==> src/rtl/if_fetch_unit.sv <==
// ---------------------------------------------------------------------------
// if_fetch_unit
// Instruction-fetch stage. Owns the PC, selects the next PC, drives the
// instruction-memory request/ready handshake, and presents
// {PC+4, instruction, valid} to the IF/ID register every cycle.
// A word returned while the pipeline is stalled is parked in inst_buf.
//
// Ports:
//   clk            clock, all state updates on posedge
//   reset          asynchronous, active-low reset
//   PCWrite        1 = PC may advance, 0 = stall
//   PCSrc[2:0]     next-PC select (0 PC+4, 1 branch, 2 jump, 3 jr,
//                  4 interrupt, 5 exception, 6/7 as 0)
//   branch_target  branch destination
//   jump_target    J/JAL instr_index field
//   jr_target      register-jump destination
//   imem_req       fetch request
//   imem_addr      fetch address (= PC)
//   imem_rdata     fetched word, valid with imem_ready
//   imem_ready     memory returns imem_rdata this cycle
//   PC_plus4       PC+4 of the current fetch
//   instruction    fetched instruction to IF/ID
//   IF_Flush       1 = instruction valid, 0 = bubble
//   fetch_stall    1 while waiting on imem_ready
//   PC_current     current PC (EPC capture)
//   addr_err       one-cycle pulse on a taken, misaligned jr
// ---------------------------------------------------------------------------
module if_fetch_unit #(
    parameter logic [31:0] RESET_VECTOR = 32'h0000_0000,
    parameter logic [31:0] INT_VECTOR   = 32'h8000_0004,
    parameter logic [31:0] EXC_VECTOR   = 32'h8000_0008
) (
    input  logic        clk,
    input  logic        reset,
    input  logic        PCWrite,
    input  logic [2:0]  PCSrc,
    input  logic [31:0] branch_target,
    input  logic [25:0] jump_target,
    input  logic [31:0] jr_target,
    output logic        imem_req,
    output logic [31:0] imem_addr,
    input  logic [31:0] imem_rdata,
    input  logic        imem_ready,
    output logic [31:0] PC_plus4,
    output logic [31:0] instruction,
    output logic        IF_Flush,
    output logic        fetch_stall,
    output logic [31:0] PC_current,
    output logic        addr_err
);

    typedef enum logic [0:0] {
        ST_REQ  = 1'b0,
        ST_HOLD = 1'b1
    } state_t;

    state_t      state_r;
    state_t      state_nxt_s;
    logic [31:0] pc_r;
    logic [31:0] pc_nxt_s;
    logic [31:0] inst_buf_r;
    logic [31:0] inst_buf_nxt_s;

    logic [31:0] pc_plus4_s;
    logic [31:0] next_pc_s;
    logic        jr_misalign_s;
    logic        redirect_s;
    logic        req_s;
    logic        stall_s;
    logic        flush_s;
    logic [31:0] instr_s;

    assign pc_plus4_s = pc_r + 32'd4;
    assign imem_addr  = pc_r;
    assign PC_current = pc_r;
    assign PC_plus4   = pc_plus4_s;

    // Interrupt/exception redirects ignore PCWrite; branch/jump/jr need it.
    assign redirect_s = (PCSrc == 3'd4) || (PCSrc == 3'd5) ||
                        (PCWrite && (PCSrc >= 3'd1) && (PCSrc <= 3'd3));

    // Next-PC selection; a misaligned jr is diverted to the exception vector.
    always_comb begin
        next_pc_s     = pc_plus4_s;
        jr_misalign_s = 1'b0;
        case (PCSrc)
            3'd1: next_pc_s = branch_target;
            3'd2: next_pc_s = {pc_plus4_s[31:28], jump_target, 2'b00};
            3'd3: begin
                if (jr_target[1:0] != 2'b00) begin
                    next_pc_s     = EXC_VECTOR;
                    jr_misalign_s = 1'b1;
                end else begin
                    next_pc_s     = jr_target;
                end
            end
            3'd4:    next_pc_s = INT_VECTOR;
            3'd5:    next_pc_s = EXC_VECTOR;
            default: next_pc_s = pc_plus4_s;
        endcase
    end

    // Fetch FSM: next state, PC/buffer update and raw handshake outputs.
    always_comb begin
        state_nxt_s    = state_r;
        pc_nxt_s       = pc_r;
        inst_buf_nxt_s = inst_buf_r;
        req_s          = 1'b0;
        stall_s        = 1'b0;
        flush_s        = 1'b0;
        instr_s        = 32'd0;
        case (state_r)
            ST_REQ: begin
                req_s = 1'b1;
                if (!imem_ready) begin
                    // Pending fetch; a redirect simply retargets it.
                    stall_s = 1'b1;
                    if (redirect_s) begin
                        pc_nxt_s = next_pc_s;
                    end else begin
                        pc_nxt_s = pc_r;
                    end
                end else begin
                    instr_s = imem_rdata;
                    if (redirect_s) begin
                        pc_nxt_s = next_pc_s;
                    end else if (PCWrite) begin
                        flush_s  = 1'b1;
                        pc_nxt_s = pc_plus4_s;
                    end else begin
                        // Pipeline stalled: park the word until release.
                        flush_s        = 1'b1;
                        inst_buf_nxt_s = imem_rdata;
                        state_nxt_s    = ST_HOLD;
                    end
                end
            end
            ST_HOLD: begin
                instr_s = inst_buf_r;
                if (redirect_s) begin
                    pc_nxt_s       = next_pc_s;
                    inst_buf_nxt_s = 32'd0;
                    state_nxt_s    = ST_REQ;
                end else if (PCWrite) begin
                    flush_s     = 1'b1;
                    pc_nxt_s    = pc_plus4_s;
                    state_nxt_s = ST_REQ;
                end else begin
                    flush_s = 1'b1;
                end
            end
            default: begin
                state_nxt_s = ST_REQ;
            end
        endcase
    end

    // Outputs are forced quiet while reset is held, independent of the clock.
    always_comb begin
        if (!reset) begin
            imem_req    = 1'b0;
            instruction = 32'd0;
            IF_Flush    = 1'b0;
            fetch_stall = 1'b0;
            addr_err    = 1'b0;
        end else begin
            imem_req    = req_s;
            instruction = instr_s;
            IF_Flush    = flush_s;
            fetch_stall = stall_s;
            addr_err    = jr_misalign_s && PCWrite;
        end
    end

    // State, PC and instruction buffer registers.
    always_ff @(posedge clk or negedge reset) begin
        if (!reset) begin
            state_r    <= ST_REQ;
            pc_r       <= RESET_VECTOR;
            inst_buf_r <= 32'd0;
        end else begin
            state_r    <= state_nxt_s;
            pc_r       <= pc_nxt_s;
            inst_buf_r <= inst_buf_nxt_s;
        end
    end

endmodule

==> config.mk <==
export PLATFORM = sky130hd
export DESIGN_NAME = if_fetch_unit
export DESIGN_NICKNAME = d
export VERILOG_FILES = /design/src/rtl/if_fetch_unit.sv
export SDC_FILE = /design/constraint.sdc
export NUM_CORES = 1
export LEC_CHECK = 0
export BUFFER_PORTS_ARGS = -buffer_cell sky130_fd_sc_hd__buf_4
export CORE_ASPECT_RATIO = 0.5
export CORE_MARGIN = 4
export CORE_UTILIZATION = 45
export CTS_BUF_LIST = sky130_fd_sc_hd__clkbuf_4
export DETAILED_ROUTE_END_ITERATION = 10
export GPL_TIMING_DRIVEN = 0
export PLACE_DENSITY = 0.91
export RECOVER_POWER = 100
export SLEW_MARGIN = 20
export SYNTH_ARGS = -nofsm -noshare
export SYNTH_HDL_FRONTEND = slang
export SYNTH_SLANG_ARGS = --single-unit
==> constraint.sdc <==
create_clock -name clk -period 4.8 [get_ports clk]
set_clock_uncertainty 0.05 [all_clocks]
set_input_delay 1.44 -clock clk [delete_from_list [all_inputs] [get_ports clk]]
set_output_delay 1.44 -clock clk [all_outputs]
set_load 0.05 [all_outputs]
* Yosys cells after proc, flatten, opt, wreduce, memory -nomap -nowiden
Cells that the tools add are included.
W data, S select, Z words.
** Storage, ports and cells
- Bits of input ports :: 129
- Output and inout bits :: 132
- Flip-flop bits (word level) :: 65
** Cells by class
- Bitwise operators :: 1
- Equal/unequal tests :: 10
- Add/subtract/negate cells :: 1
- Mux-type cells :: 31
- Reduce and logical (&&, ||, !) cells :: 7
- $lt $le $gt $ge :: 2
** Operator list (number)
- $mux W32 :: 11
- $pmux W32 S2 :: 3
- $pmux W32 S5 :: 1
- $add A32 B3 Y32 const B :: 1
- $mux W1 :: 14
- $eq A3 B2 Y1 const B :: 2
- $eq A3 B3 Y1 const B :: 2
- $ne A2 B2 Y1 const B :: 3
- $pmux W1 S2 :: 2
- $reduce_and A4 Y1 :: 1
- $eq A3 B1 Y1 const B :: 1
- $ge A3 B1 Y1 const B :: 1
- $le A3 B2 Y1 const B :: 1
- $logic_and A1 B1 Y1 :: 3
- $ne A3 B3 Y1 const B :: 1
- $logic_or A1 B1 Y1 :: 2
- $ne A2 B1 Y1 const B :: 1
- $reduce_bool A2 Y1 :: 1
- $not A1 Y1 :: 1

* Logic depth before layout (Yosys ltp)
Gate-level depths: netlist (run 1).
- Depth in word-level cells :: 8
- Depth in mapped cells :: 7
- Depth with buffers taken out :: 6

* Worst setup path before layout (run 1)
OpenSTA, ideal clock, no wires.
- Kind :: input to output
- From :: input PCSrc[2]
- To :: output IF_Flush
- Data required time :: 3310 ps
- Stages :: 5
- Arrival :: 3026 ps
- Path slack :: 284 ps
- Cell sequence :: clkbuf_1 -> buf_2 -> o21ai_1 -> clkbuf_1 -> nor2_1
** On the way
- Word-level cells in the longest chain between the ends :: 8
- Elaborated cells on any way between the ends :: 12
- Classes of those cells :: order compare: 2; eq/ne: 2; mux: 4; reduce/logical: 4
** RTL lines
- from (decl) :: RTL line 36 : input logic [2:0] PCSrc,
- $ge A3 B1 Y1 :: RTL line 80 : (PCWrite && (PCSrc >= 3'd1) && (PCSrc <= 3'd3));
- $logic_and A1 B1 Y1 (2 in a row) :: RTL line 80
- $logic_or A1 B1 Y1 (*) :: RTL line 79 : assign redirect_s = (PCSrc == 3'd4) || (PCSrc == 3'd5) ||
- $mux W1 (*) :: RTL line 125, 140
- $mux W1 :: RTL line 115 : if (!imem_ready) begin
- $pmux W1 S2 (*) :: RTL line 112 : case (state_r)
- $mux W1 (*) :: RTL line 160 : if (!reset) begin
- to (decl) :: RTL line 46 : output logic IF_Flush,
Every way passes the cells marked *; elsewhere a longest branch is shown, timed or not.

* Final worst setup path (run 1)
- From :: register pc_r[6], in the netlist PC_current[6]
- To :: output PC_plus4[31]
** On the way
- Word-level cells in the longest chain between the ends :: 1
** RTL lines
- from (decl) :: RTL line 59 : logic [31:0] pc_r;
- from (signal assigned) :: RTL line 183 : pc_r <= pc_nxt_s;
- $add A32 B3 Y32 :: RTL line 73 : assign pc_plus4_s = pc_r + 32'd4;
- to (decl) :: RTL line 44 : output logic [31:0] PC_plus4,
No other way between the ends.

==> impl_metrics.json, run 1 <==
{
  "path_max_fanout": 10,
  "overflow": 0,
  "nets": 955,
  "synth_commonest_cells": "dfrtp_1, nor2_1, a21oi_1, nor2b_1, buf_4",
  "finalNonFillerCells": 970,
  "cts.clk_slew.worst_paths_ns": 0.11,
  "cp-end-kind": "output pin",
  "yosysTopAreaCellShare": 0.333,
  "fin_area_mm2": 0.00671,
  "ys.flop_type": "dfrtp_1",
  "setup_viol": 0,
  "cts_tree": "done",
  "htree_levels": 3,
  "num_vias": 5320,
  "synth_compound_area_frac": 0.141,
  "slew_headroom": 0.171,
  "clkLatencyLatePin_ns": 0.41,
  "place_ws_ns": -0.104,
  "io_buffers": 258,
  "yosys.area_share.adder": 0.00256,
  "grt_start_max_net_pins": 70,
  "first_pass_iters": 8,
  "cap_violations": 0,
  "pwr-share-comb": 0.494,
  "fp.dieArea_mm2": 0.0127,
  "pwr-share-clk": 0.165,
  "fp.dieW_um": 155,
  "start_util": 0.469,
  "placed_cells": 954,
  "cp.required_ns": 3.31,
  "period_share": 0.955,
  "synth_cells": 556,
  "synth_area_mm2": 0.00488,
  "fmax_mhz": 218,
  "p_sw_mw": 1.06,
  "clock-sinks": 65,
  "grtUsageTotal": 0.260,
  "yosysUniqueCellTypes": 51,
  "period_minus_slack_ns": 4.58,
  "seq_power_share": 0.341,
  "tns_ns": 0,
  "worstMarginPinSlew_ns": 1.23,
  "hp-class": "register to register",
  "placed_cell_area_mm2": 0.00700,
  "syn-num-nets": 686,
  "die_h_um": 81.7,
  "synth-simple-area-share": 0.228,
  "yosys-top-cells-area": "dfrtp_1, mux2_2, xnor2_1",
  "grt_pass1_wl_um": 26700,
  "cts-root-buf": "clkbuf_4",
  "grt_pass1_vias": 5354,
  "hold_buffers": 0,
  "yosysWarnings": 0,
  "yosysSeqAreaShare": 0.333,
  "criticalPathCategory": "register to output pin",
  "rsz0062_at_grt": "false",
  "cts_buffers": 9,
  "p_leak_nw": 3.06,
  "path_delay_family": "simple AND/OR/NAND/NOR gates",
  "powerDensity_mw_per_mm2": 328,
  "synth.avg_cell_area_um2": 8.79,
  "cp_slowest_cell": "nor4_2",
  "critical_path_arrival_ns": 3.09,
  "synthMuxAreaShare": 0.111,
  "p_int_mw": 1.14,
  "critical_path_buf_inv_count": 2,
  "synth_xor_area_frac": 0.0897,
  "fill_cells": 967,
  "globalplace.congestion": 0.903,
  "finalWorstSetupSlack_ns": 0.216,
  "switching_share": 0.482,
  "synth_area_leader_cell": "dfrtp_1",
  "synth-async-reset-ratio": 1.00,
  "start_kind": "register",
  "postRouteAntennaNets": 0,
  "slew_viol_final": 0,
  "via_per_inst": 5.48,
  "max_stage_delay_ns": 1.07,
  "io_pins": 261,
  "synth_top_family_by_area": "simple AND/OR/NAND/NOR gates",
  "synth-edff-count": 0,
  "ys_ff_latch": 65,
  "drive_gt1_frac": 0.327,
  "wl_per_cell_um": 18.0,
  "outcome": "finished, final reports clean",
  "post-route-drc-count": 0,
  "drt_iter0_drc": 410,
  "fp-row-count": 26,
  "peakVddDrop_uv": 155,
  "syn2layout_area_growth_pct": 37.3,
  "antenna_found_initial": 0,
  "diodes": 0,
  "clk_path_buf_depth": 2,
  "drt_wl_total_um": 17500,
  "path_cells": "clkbuf_1 > nand4_4 > nor4_2 > nand3_2 > xnor2_1 > buf_4",
  "synth_most_common_cell": "dfrtp_1",
  "core_mm2": 0.0104,
  "hpwlAfterDp_um": 13400,
  "finalHoldViolations": 0
}
[power groups by stage]
stage | combinational (mW) | sequential [mW] | clock (mW)
6_report | 1.09 | 0.751 | 0.364
5_1_grt | 1.15 | 0.765 | 0.389
4_1_cts | 1.19 | 0.749 | 0.370
3_5_place_dp | 1.18 | 0.759 | 0
3_3_place_gp | 1.16 | 0.752 | 0
2_1_floorplan | 0.689 | 0.854 | 0
[final cells by class]
| cell class | instances | area, um2 | share of cell area |
|---|---|---|---|
| buffer | 79 | 440 | 0.0656 |
| clock buffer | 9 | 67.6 | 0.0101 |
| clock inverter | 7 | 61.3 | 0.00914 |
| inverter | 5 | 18.8 | 0.00280 |
| multi-input combinational | 407 | 2770 | 0.412 |
| sequential | 65 | 1630 | 0.242 |
| tap | 140 | 175 | 0.0261 |
| timing repair buffer | 258 | 1550 | 0.231 |
[logic make-up after synthesis]
logic type                 Yosys count
and+or+nand+nor                    204
AOI/OAI and AO/OA                  102
buffers and inverters               84
DFF                                 65
xor gates and xnor gates            50
muxes                               50
adders and majority gates            1
[sequential cells by signal, summed over array words and instances (netlist names)]
signal and count:
PC_current 32, inst_buf_r 32, state_r 1
[final timing paths]
| kind | to | slack (ns) | start | cells after the start |
|---|---|---|---|---|
| setup / recovery | PC_plus4[31] | 0.22 | PC_current[6] | 6 |
| hold / removal | inst_buf_r[6] | 0.47 | inst_buf_r[6] | 1 |
| setup reg to reg | PC_current[31] | 1.96 | PC_current[6] | 6 |
| hold reg to reg | inst_buf_r[6] | 0.47 | inst_buf_r[6] | 1 |
| max in group asynchronous | PC_current[17] | 3.29 | reset | 1 |
| min in group asynchronous | inst_buf_r[26] | 0.96 | reset | 1 |
[cell usage in the layout, fill, tap and decap left out, drive strengths merged, types with 2 or more instances in the layout]
cell / synthesis / routed
nand2b: 4 / 4
o22ai: 2 / 2
and4: 2 / 2
inv: 5 / 5
nand3: 27 / 27
o2bb2ai: 2 / 2
and2: 3 / 3
clkbuf: 27 / 156
buf: 52 / 190
a211o: 2 / 2
nor2: 59 / 59
nor3b: 2 / 2
a21o: 4 / 4
o21a: 3 / 3
mux2: 32 / 32
nor3: 15 / 15
a21oi: 48 / 48
xor2: 19 / 19
xnor2: 31 / 31
a222oi: 22 / 22
or3: 2 / 2
nand2: 24 / 24
nor2b: 35 / 35
nor4: 6 / 6
mux2i: 18 / 18
dfrtp: 65 / 65
and3: 6 / 6
clkinvlp: 0 / 2
nand4: 14 / 14
o211ai: 2 / 2
clkinv: 0 / 4
o21ai: 7 / 7
a22oi: 2 / 2
or2: 2 / 2
a221oi: 4 / 4
[what timing repair did]
item | 4_1_cts | 5_1_grt
gates cloned | 0 | 0
endpoints found under the setup margin | 31 | 4
setup buffers | 0 | 0
resized for setup | 2 | 1
[metrics by stage]
stage                     hold slack, ns   util  power, mW
after floorplan                    0.431      -       1.54
after global placement             0.439  0.672       1.91
after detailed placement           0.447  0.672       1.94
after CTS                          0.472  0.685       2.30
after global routing               0.488  0.644       2.30
final                              0.469  0.644       2.20
[layer usage]
layer  routed length (um)  global-route usage
met1                 6860               0.318
met2                 8850               0.477
met3                 1460              0.0495
met4                  335              0.0699
met5                    0                   0
Note: power is estimated with default switching activity, not from simulation.
==> run 2, diff against run 1 <==
PLACE_DENSITY = 0.86   (was 0.91)
==> impl_metrics.json, run 2 (synthesis results as in run 1) <==
{
  "slew_headroom": -0.0644,
  "antenna_found_initial": 0,
  "period_minus_slack_ns": 4.58,
  "p_leak_nw": 3.06,
  "placed_cell_area_mm2": 0.00700,
  "num_vias": 5265,
  "fin_area_mm2": 0.00676,
  "multi_input_area_mm2": 0.00277,
  "rsz0062_at_grt": "false",
  "fp.dieW_um": 155,
  "hp-class": "register to register",
  "globalplace.congestion": 0.856,
  "htree_levels": 3,
  "placed_cells": 954,
  "wl_per_cell_um": 17.5,
  "drive_gt1_frac": 0.329,
  "diodes": 0,
  "post-route-drc-count": 0,
  "slew_viol_final": 11,
  "critical_path_arrival_ns": 3.09,
  "cp.required_ns": 3.31,
  "via_per_inst": 5.43,
  "period_share": 0.954,
  "die_h_um": 81.7,
  "holdWs_ns": 0.470,
  "drt_iter0_drc": 388,
  "cp-end-kind": "output pin",
  "cts.clk_slew.worst_paths_ns": 0.13,
  "drt_wl_total_um": 17000,
  "grtUsageTotal": 0.254,
  "fill_cells": 957,
  "fp-row-count": 26,
  "powerDensity_mw_per_mm2": 326,
  "layout_common_cells": "buf_4, clkbuf_1, dfrtp_1, nor2_1, a21oi_1",
  "path_max_fanout": 10,
  "criticalPathCategory": "input port to output pin",
  "cts_buffers": 9,
  "start_kind": "input port",
  "syn2layout_area_growth_pct": 38.4,
  "cts-root-buf": "clkbuf_4",
  "final_common_cell": "buf_4",
  "clk_path_buf_depth": 2,
  "core_mm2": 0.0104,
  "first_pass_iters": 8,
  "nets": 955,
  "peakVddDrop_uv": 154,
  "grt_pass1_wl_um": 25900,
  "tns_ns": 0,
  "violations": "max-capacitance violations, max-slew violations",
  "fp.dieArea_mm2": 0.0127,
  "finalNonFillerCells": 970,
  "outcome": "finished, violations left",
  "io_pins": 261,
  "setup_viol": 0,
  "cts_tree": "done",
  "hpwlAfterDp_um": 13200,
  "fmax_mhz": 218,
  "clkLatencyLatePin_ns": 0.42,
  "grt_pass1_vias": 5176,
  "regArea_mm2": 0.00163,
  "worstMarginPinSlew_ns": 1.58,
  "overflow": 0,
  "hold_buffers": 0,
  "postRouteAntennaNets": 0,
  "clock-sinks": 65,
  "grt_start_max_net_pins": 70,
  "finalHoldViolations": 0,
  "start_util": 0.469,
  "io_buffers": 258,
  "cap_violations": 1,
  "cts_setup_buffers": 0
}
## run 2: cell count changes in the layout (fill, tap and decap cells not counted), moves of 2 or more
cell,change
buf_4,+4
clkinv_1,-2
buf_2,-6
clkbuf_2,-14
clkbuf_4,+17
## run 2: where the power goes
| part | switching (mW) | internal [mW] |
|---|---|---|
| Sequential | 0.100 | 0.648 |
| Clock | 0.213 | 0.161 |
| Combinational | 0.737 | 0.347 |
## run 2: area by class of cell
cell class | instances | share of cell area
multi-input combinational | 407 | 0.409
sequential | 65 | 0.241
timing repair buffer | 258 | 0.237
buffer | 79 | 0.0650
tap | 140 | 0.0259
clock buffer | 10 | 0.0111
clock inverter | 6 | 0.00870
inverter | 5 | 0.00278
## run 2: per-stage QoR
step / power [mW] / utilization / worst slack, ns
floorplan: 1.54 / - / 0.284
global placement: 1.91 / 0.672 / -0.0385
detailed placement: 1.94 / 0.672 / -0.0470
CTS: 2.31 / 0.685 / 0.0129
global route: 2.31 / 0.650 / 0.00327
finish: 2.21 / 0.650 / 0.223
## run 2: worst paths after layout
path | end | cells after the start | from | slack, ns
max | IF_Flush | 6 | PCSrc[2] | 0.22
min | inst_buf_r[8] | 1 | inst_buf_r[8] | 0.47
max reg2reg | PC_current[28] | 7 | PC_current[2] | 1.98
min reg2reg | inst_buf_r[8] | 1 | inst_buf_r[8] | 0.47
max in group asynchronous | PC_current[0] | 1 | reset | 3.29
min in group asynchronous | PC_current[12] | 1 | reset | 0.95
## run 2: repair_timing
item,4_1_cts,5_1_grt
pin swaps,0,0
endpoints found under the setup margin,25,1
resized for setup,1,1
## run 2: layer usage
metal	routed length (um)	share of wire	GRT usage	vias to the layer above
met2	8540	0.50	0.453	232
met1	6680	0.39	0.312	2517
met4	236	0.014	0.0638	0
li1	-	-	-	2490
met5	0	0	0	-
met3	1540	0.091	0.0663	26
## run 2: critical path, cell delays in order
cell and delay, ns:
clkbuf_1 0.17, buf_2 0.23, o21ai_2 0.46, clkbuf_1 0.47, nor2_1 0.08, clkbuf_4 0.23
